**src/rtl/wksg_dec_if.sv**
```systemverilog
// Decoded-word stream between wksg_dec and its consumer.
// The master side presents x/y and out_valid; the slave side returns out_ready.
interface wksg_dec_if;
  logic [1:0] x;
  logic [1:0] y;
  logic       out_valid;
  logic       out_ready;

  modport master (output x, output y, output out_valid, input out_ready);
  modport slave  (input x, input y, input out_valid, output out_ready);
endinterface

```
**src/rtl/wksg_dec.sv**
```systemverilog
// sx/sy line decoder: sync detect, bit-pair deserialisation, FWFT word buffer.
// Define WKSG_DEC_PARITY_EN to add the parity cycle and the frame_err pulse.
module wksg_dec #(
  parameter int DEPTH = 4
) (
  input  logic                   clk,
  input  logic                   rst,
  input  logic                   sx,
  input  logic                   sy,
  wksg_dec_if.master             stream,
  output logic [$clog2(DEPTH):0] level,
  output logic                   overflow,
  output logic                   frame_err
);
  localparam int AW = $clog2(DEPTH);
  localparam logic [AW:0] LVL_FULL = (AW+1)'(DEPTH);

  // state | meaning
  // IDLE  | waiting for sync (sx=1, sy=1)
  // BIT1  | sampling x[1]/y[1]
  // BIT0  | sampling x[0]/y[0]
  // PAR   | checking parity cycle (parity build only)
  typedef enum logic [1:0] {
    IDLE = 2'd0,
    BIT1 = 2'd1,
    BIT0 = 2'd2
`ifdef WKSG_DEC_PARITY_EN
    , PAR = 2'd3
`endif
  } state_t;

  state_t     state, state_nxt;
  logic       hx, hy;
  logic       push;
  logic [1:0] push_x, push_y;
`ifdef WKSG_DEC_PARITY_EN
  logic       lx, ly;
  logic       perr;
  logic       par;
  logic       frame_err_q;
`endif

  always_ff @(posedge clk) begin
    if (rst) state <= IDLE;
    else     state <= state_nxt;
  end

  always_ff @(posedge clk) begin
    if (state == BIT1) begin
      hx <= sx;
      hy <= sy;
    end
`ifdef WKSG_DEC_PARITY_EN
    if (state == BIT0) begin
      lx <= sx;
      ly <= sy;
    end
`endif
  end

`ifdef WKSG_DEC_PARITY_EN
  assign par = hx ^ lx ^ hy ^ ly;
`endif

  always_comb begin
    state_nxt = state;
    push      = 1'b0;
    push_x    = {hx, sx};
    push_y    = {hy, sy};
`ifdef WKSG_DEC_PARITY_EN
    perr      = 1'b0;
`endif
    case (state)
      IDLE: if (sx && sy) state_nxt = BIT1;
      BIT1: state_nxt = BIT0;
`ifdef WKSG_DEC_PARITY_EN
      BIT0: state_nxt = PAR;
      PAR: begin
        push_x    = {hx, lx};
        push_y    = {hy, ly};
        if ((sx == par) && (sy == ~par)) push = 1'b1;
        else                             perr = 1'b1;
        state_nxt = IDLE;
      end
`else
      BIT0: begin
        push      = 1'b1;
        state_nxt = IDLE;
      end
`endif
      default: state_nxt = IDLE;
    endcase
  end

  logic [3:0]    mem [DEPTH];
  logic [AW-1:0] wr_ptr, rd_ptr;
  logic          valid, pop, full, wr_en;

  assign valid = (level != '0);
  assign full  = (level == LVL_FULL);
  assign pop   = valid & stream.out_ready;
  // At full, a simultaneous pop frees the head slot, which is exactly wr_ptr.
  assign wr_en = push & (~full | pop);

  always_ff @(posedge clk) begin
    if (wr_en) mem[wr_ptr] <= {push_x, push_y};
  end

  always_ff @(posedge clk) begin
    if (rst) begin
      wr_ptr   <= '0;
      rd_ptr   <= '0;
      level    <= '0;
      overflow <= 1'b0;
    end else begin
      if (wr_en) wr_ptr <= wr_ptr + 1'b1;
      if (pop)   rd_ptr <= rd_ptr + 1'b1;
      case ({wr_en, pop})
        2'b10:   level <= level + 1'b1;
        2'b01:   level <= level - 1'b1;
        default: level <= level;
      endcase
      overflow <= push & full & ~pop;
    end
  end

`ifdef WKSG_DEC_PARITY_EN
  always_ff @(posedge clk) begin
    if (rst) frame_err_q <= 1'b0;
    else     frame_err_q <= perr;
  end
  assign frame_err = frame_err_q;
`else
  assign frame_err = 1'b0;
`endif

  assign stream.out_valid = valid;
  assign stream.x         = valid ? mem[rd_ptr][3:2] : 2'b00;
  assign stream.y         = valid ? mem[rd_ptr][1:0] : 2'b00;
endmodule

```
**src/flat_wrapper.sv**
```systemverilog
// flat-port wrapper written by rule: the top's interface ports become plain ports
module wksg_dec_flat 
#(
  parameter int DEPTH = 4
)
  (clk, rst, sx, sy, level, overflow, frame_err, stream_x, stream_y, stream_out_valid, stream_out_ready);
  wksg_dec_if stream_i ();
  input  logic clk;
  input  logic rst;
  input  logic sx;
  input  logic sy;
  output logic [$clog2(DEPTH):0] level;
  output logic overflow;
  output logic frame_err;
  output wire logic [$bits(stream_i.x)-1:0] stream_x;
  output wire logic [$bits(stream_i.y)-1:0] stream_y;
  output wire logic [$bits(stream_i.out_valid)-1:0] stream_out_valid;
  input wire logic [$bits(stream_i.out_ready)-1:0] stream_out_ready;
  assign stream_x = stream_i.x;
  assign stream_y = stream_i.y;
  assign stream_out_valid = stream_i.out_valid;
  assign stream_i.out_ready = stream_out_ready;
  wksg_dec #(.DEPTH(DEPTH)) u_core (.clk(clk), .rst(rst), .sx(sx), .sy(sy), .stream(stream_i), .level(level), .overflow(overflow), .frame_err(frame_err));
endmodule
```
**config.mk**
```make
export PLATFORM = sky130hd
export DESIGN_NAME = wksg_dec_flat
export DESIGN_NICKNAME = d
export VERILOG_FILES = /design/src/rtl/wksg_dec_if.sv /design/src/rtl/wksg_dec.sv /design/src/flat_wrapper.sv
export SDC_FILE = /design/constraint.sdc
export NUM_CORES = 1
export LEC_CHECK = 0
export CORE_ASPECT_RATIO = 0.9
export CORE_UTILIZATION = 58
export CTS_CLUSTER_SIZE = 14
export DETAILED_ROUTE_END_ITERATION = 16
export HOLD_SLACK_MARGIN = 0.06
export PLACE_DENSITY_LB_ADDON = 0.12
export SLEW_MARGIN = 25
export SYNTH_ARGS = -nofsm -noshare
export SYNTH_HDL_FRONTEND = slang
export SYNTH_SLANG_ARGS = --single-unit
```
**constraint.sdc**
```tcl
create_clock -name clk -period 4.5 [get_ports clk]
set_clock_uncertainty 0.2 [all_clocks]
set_input_delay 0.9 -clock clk [delete_from_list [all_inputs] [get_ports clk]]
set_output_delay 0.9 -clock clk [all_outputs]
set_load 0.02 [all_outputs]
```
==> impl_metrics.tcl <==
set metrics [dict create \
    die_area_mm2 0.00239 \
    cpPeakStageDelay_ns 0.55 \
    fillCellCount 130 \
    ys.warnings.count 0 \
    ys_seq_area_share_pct 61.1 \
    gp_congestion 0.752 \
    cp-start-kind "register" \
    dp_hpwl_um 1440 \
    synthAdderAreaFrac_pct 6.46 \
    synth-edff-count 18 \
    worst_ep_arrival_time_ns 2.00 \
    worstHoldPathType "register to register" \
    path_buf_inv 1 \
    power_density_mw_per_mm2 339 \
    drv_cap 0 \
    final.setup.tns_ns 0 \
    dr.pass1.iters 4 \
    route.met3.wl_um 66 \
    synth.most_common_cell "edfxtp_1" \
    period_needed_ns 3.10 \
    clk_path_buf_depth 2 \
    rsz0062_at_grt "false" \
    postCtsSetupBuffers 0 \
    antenna_cells 0 \
    syn_inst 91 \
    clockRootBuffer "clkbuf_4" \
    grt.overflow.total 0 \
    drive_gt1_share_pct 16.4 \
    grt_pass1_vias 677 \
    slowest_stage "clkdlybuf4s50_1" \
    netlist_area_mm2 0.00128 \
    synth_compound_area_share_pct 2.55 \
    syn_area_per_cell_um2 14.0 \
    synth-xor-area-share_pct 2.06 \
    path_max_fanout 4 \
    grt_max_degree 13 \
    hold_violations 0 \
    wl_met2_um 954 \
    worst_slack_ns 1.40 \
    p_leak_nw 0.511 \
    crit_required_ns 3.40 \
    antenna_found_initial 0 \
    outcome "complete, no violations" \
    grt_pass1_wl_um 3170 \
    m1WireLength_um 886 \
    synth_top_cells_by_count "18 x edfxtp_1, 12 x dfxtp_1, 9 x nor2_1" \
    end_kind "output pin" \
    crit_chain "mux4_2 -> nor2b_1 -> clkdlybuf4s50_1" \
    syn_nets 102 \
    drt_wl_total_um 1940 \
    io_pins 15 \
    post_cts_resized 0 \
    first_iter_violations 7 \
    synth_mux_area_share_pct 9.01 \
    synth.distinct_cells 26 \
    cts_sinks 30 \
    final_nets 120 \
    num_rows 15 \
    ys.flop_type "edfxtp_1" \
    die_y_um 46.5 \
    via_per_inst 5.20 \
    drv_slew 0 \
    pre_cts_ws_ns 1.12 \
    h-tree-depth 2 \
    postCtsHoldBufs 0 \
    dr_total_vias 702 \
    path_clk_slew_ns 0.09 \
    portBuffers 13 \
    synth_seq_cells 30 \
    synth_area_leaders "edfxtp_1 42%, dfxtp_1 19%, mux4_2 7.1%" \
    place_area_mm2 0.00143 \
    cts_tree "done" \
    yosysTopAreaCell "edfxtp_1" \
    synth_top_family_by_area "simple AND/OR/NAND/NOR gates" \
    highest_layer "met4" \
    clock.fmax_ghz 0.322 \
    synth_top_area_share_pct 42.3 \
    track_usage_pct 20.0 \
    cts_buffers 5 \
    ant_nets 0 \
    setup_violations 0 \
    path_delay_family "buffers and inverters" \
    wl_per_cell_um 14.3 \
    fin_area_mm2 0.00148 \
    initial_core_util_pct 64.2 \
    die_w_um 51.5 \
    finalCritPeriodShare_pct 69.0 \
    ir_worst_vdd_mv 0.238 \
    synthArstFlopShare_pct 0 \
    insertion_delay_ns 0.31 \
    core_mm2 0.00199 \
    syn_to_final_growth_pct 15.6 \
    synthSimpleGateAreaFrac_pct 15.3 \
    drc 0 \
    path_class "register to output pin" \
]
## where the power goes
group	internal [mW]	total (mW)	switching, mW
Sequential	0.295	0.303	0.00729
Clock	0.0622	0.142	0.0800
Combinational	0.0272	0.0559	0.0287
## cells in the final DEF (no fill, tap or decap)
cell             instances
edfxtp_1                18
clkdlybuf4s50_1         13
dfxtp_1                 12
nor2_1                   9
inv_1                    8
nor2b_1                  6
ha_1                     5
clkbuf_4                 5
mux4_2                   4
and2_2                   4
xor2_1                   3
a21oi_1                  3
clkbuf_1                 3
o21ai_0                  2
or3_1                    2
nand2b_1                 2
o31ai_1                  1
nor4b_4                  1
nor3b_4                  1
nor3_2                   1
and3_2                   1
nand3_1                  1
mux2_4                   1
nand2_1                  1
mux2i_1                  1
fa_1                     1
conb_1                   1
## worst register-to-register path, cell delays in order (launching register included)
cell	delay, ns
dfxtp_1	0.40
nor4b_4	0.39
nor3b_4	0.11
inv_1	0.07
ha_1	0.18
inv_1	0.06
fa_1	0.38
xor2_1	0.16
or3_1	0.31
a21oi_1	0.13
## cell families after synthesis
| group | count (synthesis) |
|---|---|
| and+or+nand+nor | 29 |
| adders and majority gates | 6 |
| muxes | 6 |
| xor gates and xnor gates | 3 |
| buffers and inverters | 10 |
| other | 1 |
| DFF | 30 |
| AOI/OAI and AO/OA | 6 |
## path summary, 6_finish.rpt
kind              slack, ns                          from                      endpoint  cells after the start
setup / recovery       1.40                      register                   stream_y[1]                      3
hold / removal         0.26  u_core.state[1]$_SDFFE_PP0P_  u_core.state[0]$_SDFFE_PP0P_                      1
setup reg to reg       2.04  u_core.level[1]$_SDFFE_PP0P_  u_core.level[2]$_SDFFE_PP0P_                      9
hold reg to reg        0.26  u_core.state[1]$_SDFFE_PP0P_  u_core.state[0]$_SDFFE_PP0P_                      1
## layout make-up
| type | count | area, um2 | share of cell area, % |
|---|---|---|---|
| clock buffers | 8 | 48.8 | 3.31 |
| inverters | 8 | 30.0 | 2.03 |
| repair buffers | 13 | 130 | 8.81 |
| flip-flops and latches | 30 | 781 | 52.9 |
| well taps | 25 | 31.3 | 2.12 |
| multi-input cells | 51 | 455 | 30.8 |
## state kept, by name, summed over array words and instances, names as in the netlist, named ones only
register	count
u_core.rd_ptr	2
u_core.level	3
u_core.hy	1
u_core.wr_ptr	2
u_core.overflow	1
u_core.hx	1
u_core.state	2
u_core.mem	16
## per-stage QoR
stage / hold slack [ns] / util [%] / instances / total power, mW
after global routing: 0.294 / 74.2 / 135 / 0.522
after global placement: 0.240 / 71.8 / 127 / 0.362
after detailed placement: 0.250 / 71.8 / 127 / 0.365
final: 0.261 / 74.2 / 135 / 0.501
after CTS: 0.263 / 74.2 / 135 / 0.505
after floorplan: 0.222 / - / 91 / 0.342
## layer usage
layer,GRT usage [%],up-vias
met3,7.92,4
li1,-,350
met5,0,-
met4,6.49,0
met2,33.8,19
met1,23.6,329
No activity file was read; power rests on OpenSTA's default activity.
